## config.mk

```make
export PLATFORM = sky130hd
export DESIGN_NAME = pwm_peripheral
export DESIGN_NICKNAME = d
export VERILOG_FILES = /design/src/rtl/pwm_peripheral.sv
export SDC_FILE = /design/constraint.sdc
export NUM_CORES = 1
export LEC_CHECK = 0
export CAP_MARGIN = 20
export CELL_PAD_IN_SITES_DETAIL_PLACEMENT = 1
export CELL_PAD_IN_SITES_GLOBAL_PLACEMENT = 2
export CORE_MARGIN = 8
export CORE_UTILIZATION = 28
export CTS_CLUSTER_DIAMETER = 100
export DETAILED_ROUTE_END_ITERATION = 10
export PLACE_DENSITY = 0.74
export RECOVER_POWER = 50
export SYNTH_ARGS = -nofsm -noshare
export SYNTH_HDL_FRONTEND = slang
export SYNTH_SLANG_ARGS = --single-unit
```

## constraint.sdc

```tcl
create_clock -name clk -period 2.6 [get_ports clk]
set_input_delay 0.52 -clock clk [delete_from_list [all_inputs] [get_ports clk]]
set_output_delay 0.52 -clock clk [all_outputs]
set_load 0.02 [all_outputs]
```

## src/rtl/pwm_peripheral.sv

```systemverilog
// Sixteen-output PWM peripheral: each output is forced low, static high, or driven by a
// shared 8-bit PWM waveform whose duty cycle is double-buffered at the period boundary.
module pwm_peripheral #(
   parameter int CLK_DIV = 13
) (
   input  logic        clk,
   input  logic        rst_n,
   input  logic [7:0]  en_reg_out_7_0,
   input  logic [7:0]  en_reg_out_15_8,
   input  logic [7:0]  en_reg_pwm_7_0,
   input  logic [7:0]  en_reg_pwm_15_8,
   input  logic [7:0]  pwm_duty_cycle,
   output logic [15:0] out,
   output logic        period_start
);

   localparam logic [7:0] DIV_LAST = 8'(CLK_DIV - 1);

   logic [7:0]  prescaler_r;
   logic [7:0]  pwm_cnt_r;
   logic [7:0]  duty_shadow_r;
   logic        tick_s;
   logic        wrap_s;
   logic        pwm_sig_s;
   logic [15:0] en_out_s;
   logic [15:0] en_pwm_s;
   logic [15:0] out_next_s;

   // Count-step strobe, period boundary, PWM compare and next output value.
   always_comb begin
      tick_s   = (prescaler_r == DIV_LAST);
      wrap_s   = tick_s && (pwm_cnt_r == 8'hFF);
      en_out_s = {en_reg_out_15_8, en_reg_out_7_0};
      en_pwm_s = {en_reg_pwm_15_8, en_reg_pwm_7_0};
      // Full scale means truly always-on, not 255/256.
      if (duty_shadow_r == 8'hFF) begin
         pwm_sig_s = 1'b1;
      end else begin
         pwm_sig_s = (pwm_cnt_r < duty_shadow_r);
      end
      out_next_s = en_out_s & ((en_pwm_s & {16{pwm_sig_s}}) | ~en_pwm_s);
   end

   // Prescaler, PWM counter, duty shadow and registered outputs.
   always_ff @(posedge clk or negedge rst_n) begin
      if (!rst_n) begin
         prescaler_r   <= 8'h00;
         pwm_cnt_r     <= 8'h00;
         duty_shadow_r <= 8'h00;
         out           <= 16'h0000;
         period_start  <= 1'b0;
      end else begin
         if (tick_s) begin
            prescaler_r <= 8'h00;
            pwm_cnt_r   <= pwm_cnt_r + 8'h01;
         end else begin
            prescaler_r <= prescaler_r + 8'h01;
            pwm_cnt_r   <= pwm_cnt_r;
         end
         // The shadow only moves on the same edge that wraps the counter to 0.
         if (wrap_s) begin
            duty_shadow_r <= pwm_duty_cycle;
         end else begin
            duty_shadow_r <= duty_shadow_r;
         end
         out          <= out_next_s;
         period_start <= wrap_s;
      end
   end

endmodule

```

Word-level counts from Yosys, hierarchy flattened
Index checks and enable logic that the tools add are counted.
{"block": "op_classes", "magnitude_cmp": 1, "bitwise": 4, "muxes": 2, "eq_ne": 3, "addsub": 2, "reduce_logical": 1}
{"op": "16-bit bitwise AND", "count": 2}
{"op": "8-bit by 1-bit adder with 8-bit output (second input constant)", "count": 2}
{"op": "8-bit == test (second input constant)", "count": 2}
{"op": "16-bit inverter", "count": 1}
{"op": "16-bit bitwise OR", "count": 1}
{"op": "8-bit by 4-bit == test with 1-bit output (second input constant)", "count": 1}
{"op": "8-bit < comparator", "count": 1}
{"op": "8-bit 2-to-1 mux", "count": 1}
{"op": "1-bit logical AND", "count": 1}
{"op": "1-bit 2-to-1 mux", "count": 1}
{"block": "totals", "ff_bits": 41, "elab_cells": 18, "out_inout_bits": 17}

Logic depth before layout (Yosys ltp)
Gate-level depths: netlist (run 1).
{"block": "depth", "depth_word": 5, "mapped_depth": 7}

Worst setup path before layout (run 1)
No wires, ideal clock.
{"block": "synth_timing", "path_type": "register to register", "startpoint": "register prescaler_r[0]", "endpoint": "register duty_shadow_r[4]", "n_path_buf": 1, "synth_period_minus_slack_ns": 2.064, "t_required_ns": 2.475, "path_stages_with_launch": 8, "arrival_time_ns": 1.940, "slack_ns": 0.536, "path_cell_list": "dfrtp_1 inv_1 ha_1 nand4b_1 or4_1 buf_2 nor3_4 mux2_2"}
{"block": "synth_between", "elab_chain_cells": 2}
{"element": "start, declared", "line_no": "19", "rtl": "logic [7:0] prescaler_r;"}
{"element": "start signal, assigned", "line_no": "57", "rtl": "prescaler_r <= prescaler_r + 8'h01;"}
{"element": "8-bit by 4-bit == test with 1-bit output", "line_no": "31", "rtl": "tick_s = (prescaler_r == DIV_LAST);"}
{"element": "1-bit logical AND", "line_no": "32", "rtl": "wrap_s = tick_s && (pwm_cnt_r == 8'hFF);"}
{"element": "via wrap_s", "line_no": "23", "rtl": "logic wrap_s;"}
{"element": "end signal, assigned", "line_no": "62", "rtl": "duty_shadow_r <= pwm_duty_cycle;"}
{"element": "end signal, assigned", "line_no": "64", "rtl": "duty_shadow_r <= duty_shadow_r;"}
{"element": "end, declared", "line_no": "21", "rtl": "logic [7:0] duty_shadow_r;"}
The timed path passes the listed nets, and every way through them passes these cells.
A chain may end at the register's enable or synchronous reset.

Final worst setup path (run 1)
{"block": "layout_timing", "startpoint": "register prescaler_r[0]", "endpoint": "register duty_shadow_r[6]"}
Same word-level chain as after synthesis.

==> flow_summary.yaml, run 1 <==
timing:
  setup_violations: 0
  skew_ns: 0.00682
  slew_headroom_pct: 33.7
  rsz0062_at_grt: "false"
  period_share_pct: 89.5
  final-hold-violation-count: 0
  worst_pin_slew_ns: 0.994
  drv_slew: 0
  fin_worst_hold_slack_ns: 0.371
  setup_tns_ns: 0
  max_freq_mhz: 430
  finalCriticalPeriod_ns: 2.33
clock_network:
  clock_path_buffers: 2
  tritoncts: "yes"
  numCtsBuffers: 5
  clk_latency_ns: 0.30
  cts_sinks: 41
  clk_pin_slew_ns: 0.08
  cts_resized: 0
  cts-root-buf: "clkbuf_8"
  cts_setup_buffers: 0
  cts_hold_buf: 0
  h-tree-depth: 2
power_and_ir_drop:
  p_int_w: 0.00102
  comb_power_share_pct: 9.6
  p_per_area_nw_per_um2: 510
  leakage_nw: 1.13
  netSwitchingPower_w: 0.000285
  switching_share_pct: 21.9
  ir_worst_vdd_mv: 0.265
  power_frac_seq_pct: 50.2
  p_clk_share_pct: 40.2
worst_setup_path:
  r2r-end: "duty_shadow_r[6]"
  crit_path_end_kind: "flip-flop"
  reg2regPathDepth: 6
  path_max_fanout: 9
  crit_type: "flip-flop to flip-flop"
  r2r_setup_slack_ns: 0.27
  cp_data_required_time_ns: 2.79
  critPathLaunchType: "flip-flop"
  cp-startpoint: "prescaler_r[0]"
  worstReg2RegStart: "prescaler_r[0]"
  worstPathArrival_ns: 2.52
  crit_end: "duty_shadow_r[6]"
detailed_routing:
  drcViolationCount: 0
  drtAntennaViolNets: 0
  vias: 1293
  met3WireLength_um: 521
  first_iter_violations: 45
  finalWirelength_um: 4510
  drtPass1Iterations: 4
  wl_per_cell_um: 15.9
  dr.max_layer_used: "met4"
  vias_per_cell: 4.55
  wl_met2_um: 2090
  wl_met1_um: 1780
yosys:
  ys_seq_area_share_pct: 58.3
  synthTopCellsByCount: "dfrtp_1 (41), a21boi_0 (16), ha_1 (10), inv_1 (9)"
  synthesis.area_sq_um: 1760
  synth_cell_types: 30
  yosysTopAreaCellShare_pct: 58.3
  yosysWarnings: 0
  yosysMostFrequentCell: "dfrtp_1"
  synth-seq-cells: 41
  yosys.area.top_type: "dfrtp_1"
  ys_async_sr_fraction_pct: 100
  synth_flop_cell: "dfrtp_1"
  synth_edf_count: 0
  syn_area_per_cell_sq_um: 12.5
  synthCells: 141
  yosys-top-cells-area: "dfrtp_1 (58%), ha_1 (7.1%), a21boi_0 (6.8%)"
  syn_nets: 193
worst_hold_path:
  hp-class: "input pin to async pin"
floorplanning:
  dieWidth_um: 95.3
  start_util_pct: 28.4
  dieArea_sq_um: 9080
  core_area_sq_um: 6200
  die_h_um: 95.3
  top_level_ports: 59
  rows: 29
job:
  drv_cap: 0
place:
  io_buffer_count: 58
  gp_congestion: 0.698
  placed_cells: 276
  hpwl_um: 3580
grt:
  grt_pass1_vias: 1571
  grt-ovfl-total: 0
  antenna_found_initial: 0
  grt_usage_pct: 11.2
  grt_max_degree: 42
  grt_first_pass_wirelength_um: 7730
cells_and_area:
  drive_gt1_share_pct: 7.25
  finalNetCount: 258
  antenna_cells: 0
  fill_cells: 667
  syn_to_final_growth_pct: 44.9
  finalNonFillerCells: 284
outcome:
  status: "finished, final reports clean"
==> metrics by stage <==
step	utilization (%)	cell area, sq um	power [W]	worst slack [ns]
detailed placement	39.3	2440	0.000794	0.277
CTS	41.1	2550	0.00132	0.257
global route	41.1	2550	0.00135	0.136
finish	41.1	2550	0.00130	0.272
floorplan	-	1760	0.000691	0.536
global placement	39.3	2440	0.000789	0.356
==> layout make-up <==
class                   count  area, sq um  area share, %
inverters                   9         33.8           1.33
clock inverters             3         46.3           1.82
well taps                  77         96.3           3.78
repair buffers             60          587           23.0
flip-flops and latches     41         1030           40.3
clock buffers               5         68.8           2.70
multi-input cells          89          691           27.1
==> power by group through the flow <==
stage / Combinational, W / Clock (W) / Sequential, W
floorplan: 0.00000801 / 0 / 0.000683
global placement: 0.000124 / 0 / 0.000665
detailed placement: 0.000128 / 0 / 0.000666
CTS: 0.000128 / 0.000541 / 0.000654
global route: 0.000136 / 0.000564 / 0.000655
finish: 0.000125 / 0.000522 / 0.000653
==> worst min-delay path by stage <==
stage,start,to,slack [ns],depth (start not counted)
2_1_floorplan,rst_n,duty_shadow_r[0],0.22,0
3_3_place_gp,prescaler_r[7],prescaler_r[7],0.48,1
3_5_place_dp,prescaler_r[7],prescaler_r[7],0.48,1
4_1_cts,rst_n,out[8],0.37,1
5_1_grt,rst_n,out[7],0.45,1
6_report,rst_n,out[6],0.37,1
==> critical path: stages, from the launching register on <==
cell and delay [ns]:
dfrtp_1 0.43, inv_1 0.08, ha_1 0.14, nand4b_1 0.09, or4_1 0.58, nor3_4 0.51, mux2_2 0.39
==> metal layers <==
layer / vias to the layer above / global-route usage (%)
li1: 620 / -
met5: - / 0
met3: 9 / 6.61
met2: 55 / 17.8
met4: 0 / 5.59
met1: 609 / 11.6
==> layout by cell type, fill, tap and decap left out, types with 2 or more instances in the layout <==
cell type,instances
nand3_1,3
a21boi_0,16
mux2_2,4
ha_1,10
clkdlybuf4s50_1,57
dfrtp_1,41
xnor2_1,7
nand2_1,8
nor2_1,8
nand4_1,6
nor3_1,2
clkbuf_8,5
mux2_1,4
inv_1,9
xor2_1,6
==> flip-flops by register name, indices dropped and copies added, names as in the netlist <==
register / cells
prescaler_r: 8
duty_shadow_r: 8
out: 16
pwm_cnt_r: 8
period_start: 1
==> logic make-up after synthesis <==
family,count (synthesis),share of synthesized area [%]
buffers and inverters,11,2.42
flip-flops,41,58.3
AO/OA/AOI/OAI,23,9.82
multiplexers,8,5.12
XOR/XNOR,13,6.47
adder cells (fa/ha/maj),10,7.11
AND/OR/NAND/NOR,35,10.7
Note: power is estimated with default switching activity, not from simulation.
==> inputs of run 2 (changes only) <==
--- a/config.mk
+++ b/config.mk
@@ -11,7 +11,9 @@
 export CORE_MARGIN = 8
 export CORE_UTILIZATION = 28
 export CTS_CLUSTER_DIAMETER = 100
+export CTS_CLUSTER_SIZE = 40
 export DETAILED_ROUTE_END_ITERATION = 10
+export GPL_TIMING_DRIVEN = 0
 export PLACE_DENSITY = 0.74
 export RECOVER_POWER = 50
 export SYNTH_ARGS = -nofsm -noshare
==> run 2 against run 1 <==
Net effect:
- non-clock buffer count grew 1
- register-to-register slack lost 0.07 ns
- critical path depth is the same
- core utilization shrank 0.50 points
- maximum frequency shrank 3.0%
- cell count grew 0.35%
- largest cell class unchanged
- largest power group unchanged
==> flow_summary.yaml, run 2 (synthesized netlist as in run 1, its figures left out) <==
clock_network:
  cts_hold_buf: 0
  cts-root-buf: "clkbuf_8"
  clk_pin_slew_ns: 0.08
  tritoncts: "yes"
  cts_sinks: 41
  clk_latency_ns: 0.29
  h-tree-depth: 2
  clock_path_buffers: 2
  cts_resized: 0
  cts_setup_buffers: 0
  numCtsBuffers: 5
worst_setup_path:
  critPathBufInv: 1
  r2r-end: "out[6]"
  reg2regPathDepth: 6
  crit_slowest_cell: "o32ai_1"
  crit_chain: "ha_1, and4_1, o21ai_0, o32ai_1, clkbuf_1, a21boi_0"
  critPathLaunchType: "flip-flop"
  worstPathArrival_ns: 2.55
  r2r_setup_slack_ns: 0.20
  crit_type: "flip-flop to flip-flop"
  crit_path_max_incr_delay_ns: 0.68
  cp_data_required_time_ns: 2.75
  crit_path_end_kind: "flip-flop"
  path_max_fanout: 10
  crit_family: "compound AO/OA/AOI/OAI gates"
  worstReg2RegStart: "pwm_cnt_r[5]"
detailed_routing:
  drtPass1Iterations: 4
  vias: 1277
  drtAntennaViolNets: 0
  wl_per_cell_um: 15.1
  first_iter_violations: 30
  vias_per_cell: 4.48
  drcViolationCount: 0
  finalWirelength_um: 4310
floorplanning:
  start_util_pct: 28.4
  top_level_ports: 59
  rows: 29
  core_area_sq_um: 6200
  die_h_um: 95.3
  dieWidth_um: 95.3
  dieArea_sq_um: 9080
cells_and_area:
  final_util_pct: 40.6
  final_common_cell: "clkdlybuf4s50_1"
  syn_to_final_growth_pct: 43.1
  largest_reg_flops: 16
  regMostFlops: "out"
  drive_gt1_share_pct: 6.73
  final_cell_mix: "clkdlybuf4s50_1 (57), dfrtp_1 (41), a21boi_0 (16)"
  antenna_cells: 0
  finalNetCount: 259
power_and_ir_drop:
  p_int_w: 0.000915
  comb_power_share_pct: 10.6
  switching_share_pct: 21.9
  leakage_nw: 1.12
  netSwitchingPower_w: 0.000256
  p_clk_share_pct: 33.6
  p_per_area_nw_per_um2: 465
  power_frac_seq_pct: 55.8
  ir_worst_vdd_mv: 0.227
outcome:
  status: "finished, final reports clean"
worst_hold_path:
  hp-class: "input pin to async pin"
timing:
  worst_pin_slew_ns: 0.996
  max_freq_mhz: 417
  setup_violations: 0
  period_share_pct: 92.3
  final-hold-violation-count: 0
  skew_ns: 0.00814
  slew_headroom_pct: 33.6
  rsz0062_at_grt: "false"
  setup_tns_ns: 0
  finalCriticalPeriod_ns: 2.40
  drv_slew: 0
grt:
  grt_usage_pct: 10.4
  grt-ovfl-total: 0
  grt_max_degree: 42
  antenna_found_initial: 0
  grt_first_pass_wirelength_um: 7290
  grt_pass1_vias: 1535
place:
  hpwl_um: 3500
  gp_congestion: 0.710
  io_buffer_count: 58
job:
  drv_cap: 0
[run 2: cell count changes in the layout (fill, tap and decap cells not counted), sizes merged]
| cell | delta |
|---|---|
| clkinvlp | -1 |
| clkbuf | +2 |
| bufinv | -1 |
| clkinv | +1 |
[run 2: how the worst max path moves through the flow]
stage | depth (start not counted) | startpoint | slack (ns) | endpoint
finish | 6 | pwm_cnt_r[5] | 0.20 | out[6]
CTS | 6 | pwm_cnt_r[6] | 0.15 | out[6]
floorplan | 7 | prescaler_r[0] | 0.54 | duty_shadow_r[4]
detailed placement | 6 | pwm_cnt_r[6] | 0.16 | out[6]
global route | 6 | pwm_cnt_r[6] | 0.01 | out[6]
global placement | 1 | rst_n | 0.08 | period_start
[run 2: per-stage QoR]
| stage | area, sq um | hold slack [ns] | setup WS [ns] | power (W) | std cells |
|---|---|---|---|---|---|
| global placement | 2440 | 0.478 | 0.0808 | 0.000790 | 276 |
| detailed placement | 2440 | 0.489 | 0.163 | 0.000793 | 277 |
| global route | 2520 | 0.466 | 0.0146 | 0.00123 | 285 |
| CTS | 2520 | 0.386 | 0.149 | 0.00120 | 285 |
| floorplan | 1760 | 0.224 | 0.536 | 0.000691 | 141 |
| finish | 2520 | 0.382 | 0.200 | 0.00117 | 285 |
[run 2: power by group through the flow]
stage                     registers, W  clock network [W]   logic (W)
after floorplan               0.000683                  0  0.00000801
after global placement        0.000665                  0    0.000125
after detailed placement      0.000666                  0    0.000128
after CTS                     0.000653           0.000415    0.000128
after global routing          0.000654           0.000440    0.000135
final                         0.000653           0.000393    0.000124
[run 2: metal layers]
metal	GRT usage, %	vias to the layer above	routed length (um)
met5	0	-	0
met2	16.7	51	2000
met4	3.90	0	66
li1	-	620	-
met1	10.6	601	1700
met3	6.69	5	548
[run 2: layout make-up]
class | instances | area [sq um]
timing repair buffer | 59 | 581
multi-input combinational | 89 | 691
inverter | 9 | 33.8
tap | 77 | 96.3
fill | 653 | 3690
sequential | 41 | 1030
clock buffer | 6 | 72.6
buffer | 2 | 7.51
clock inverter | 2 | 10.0
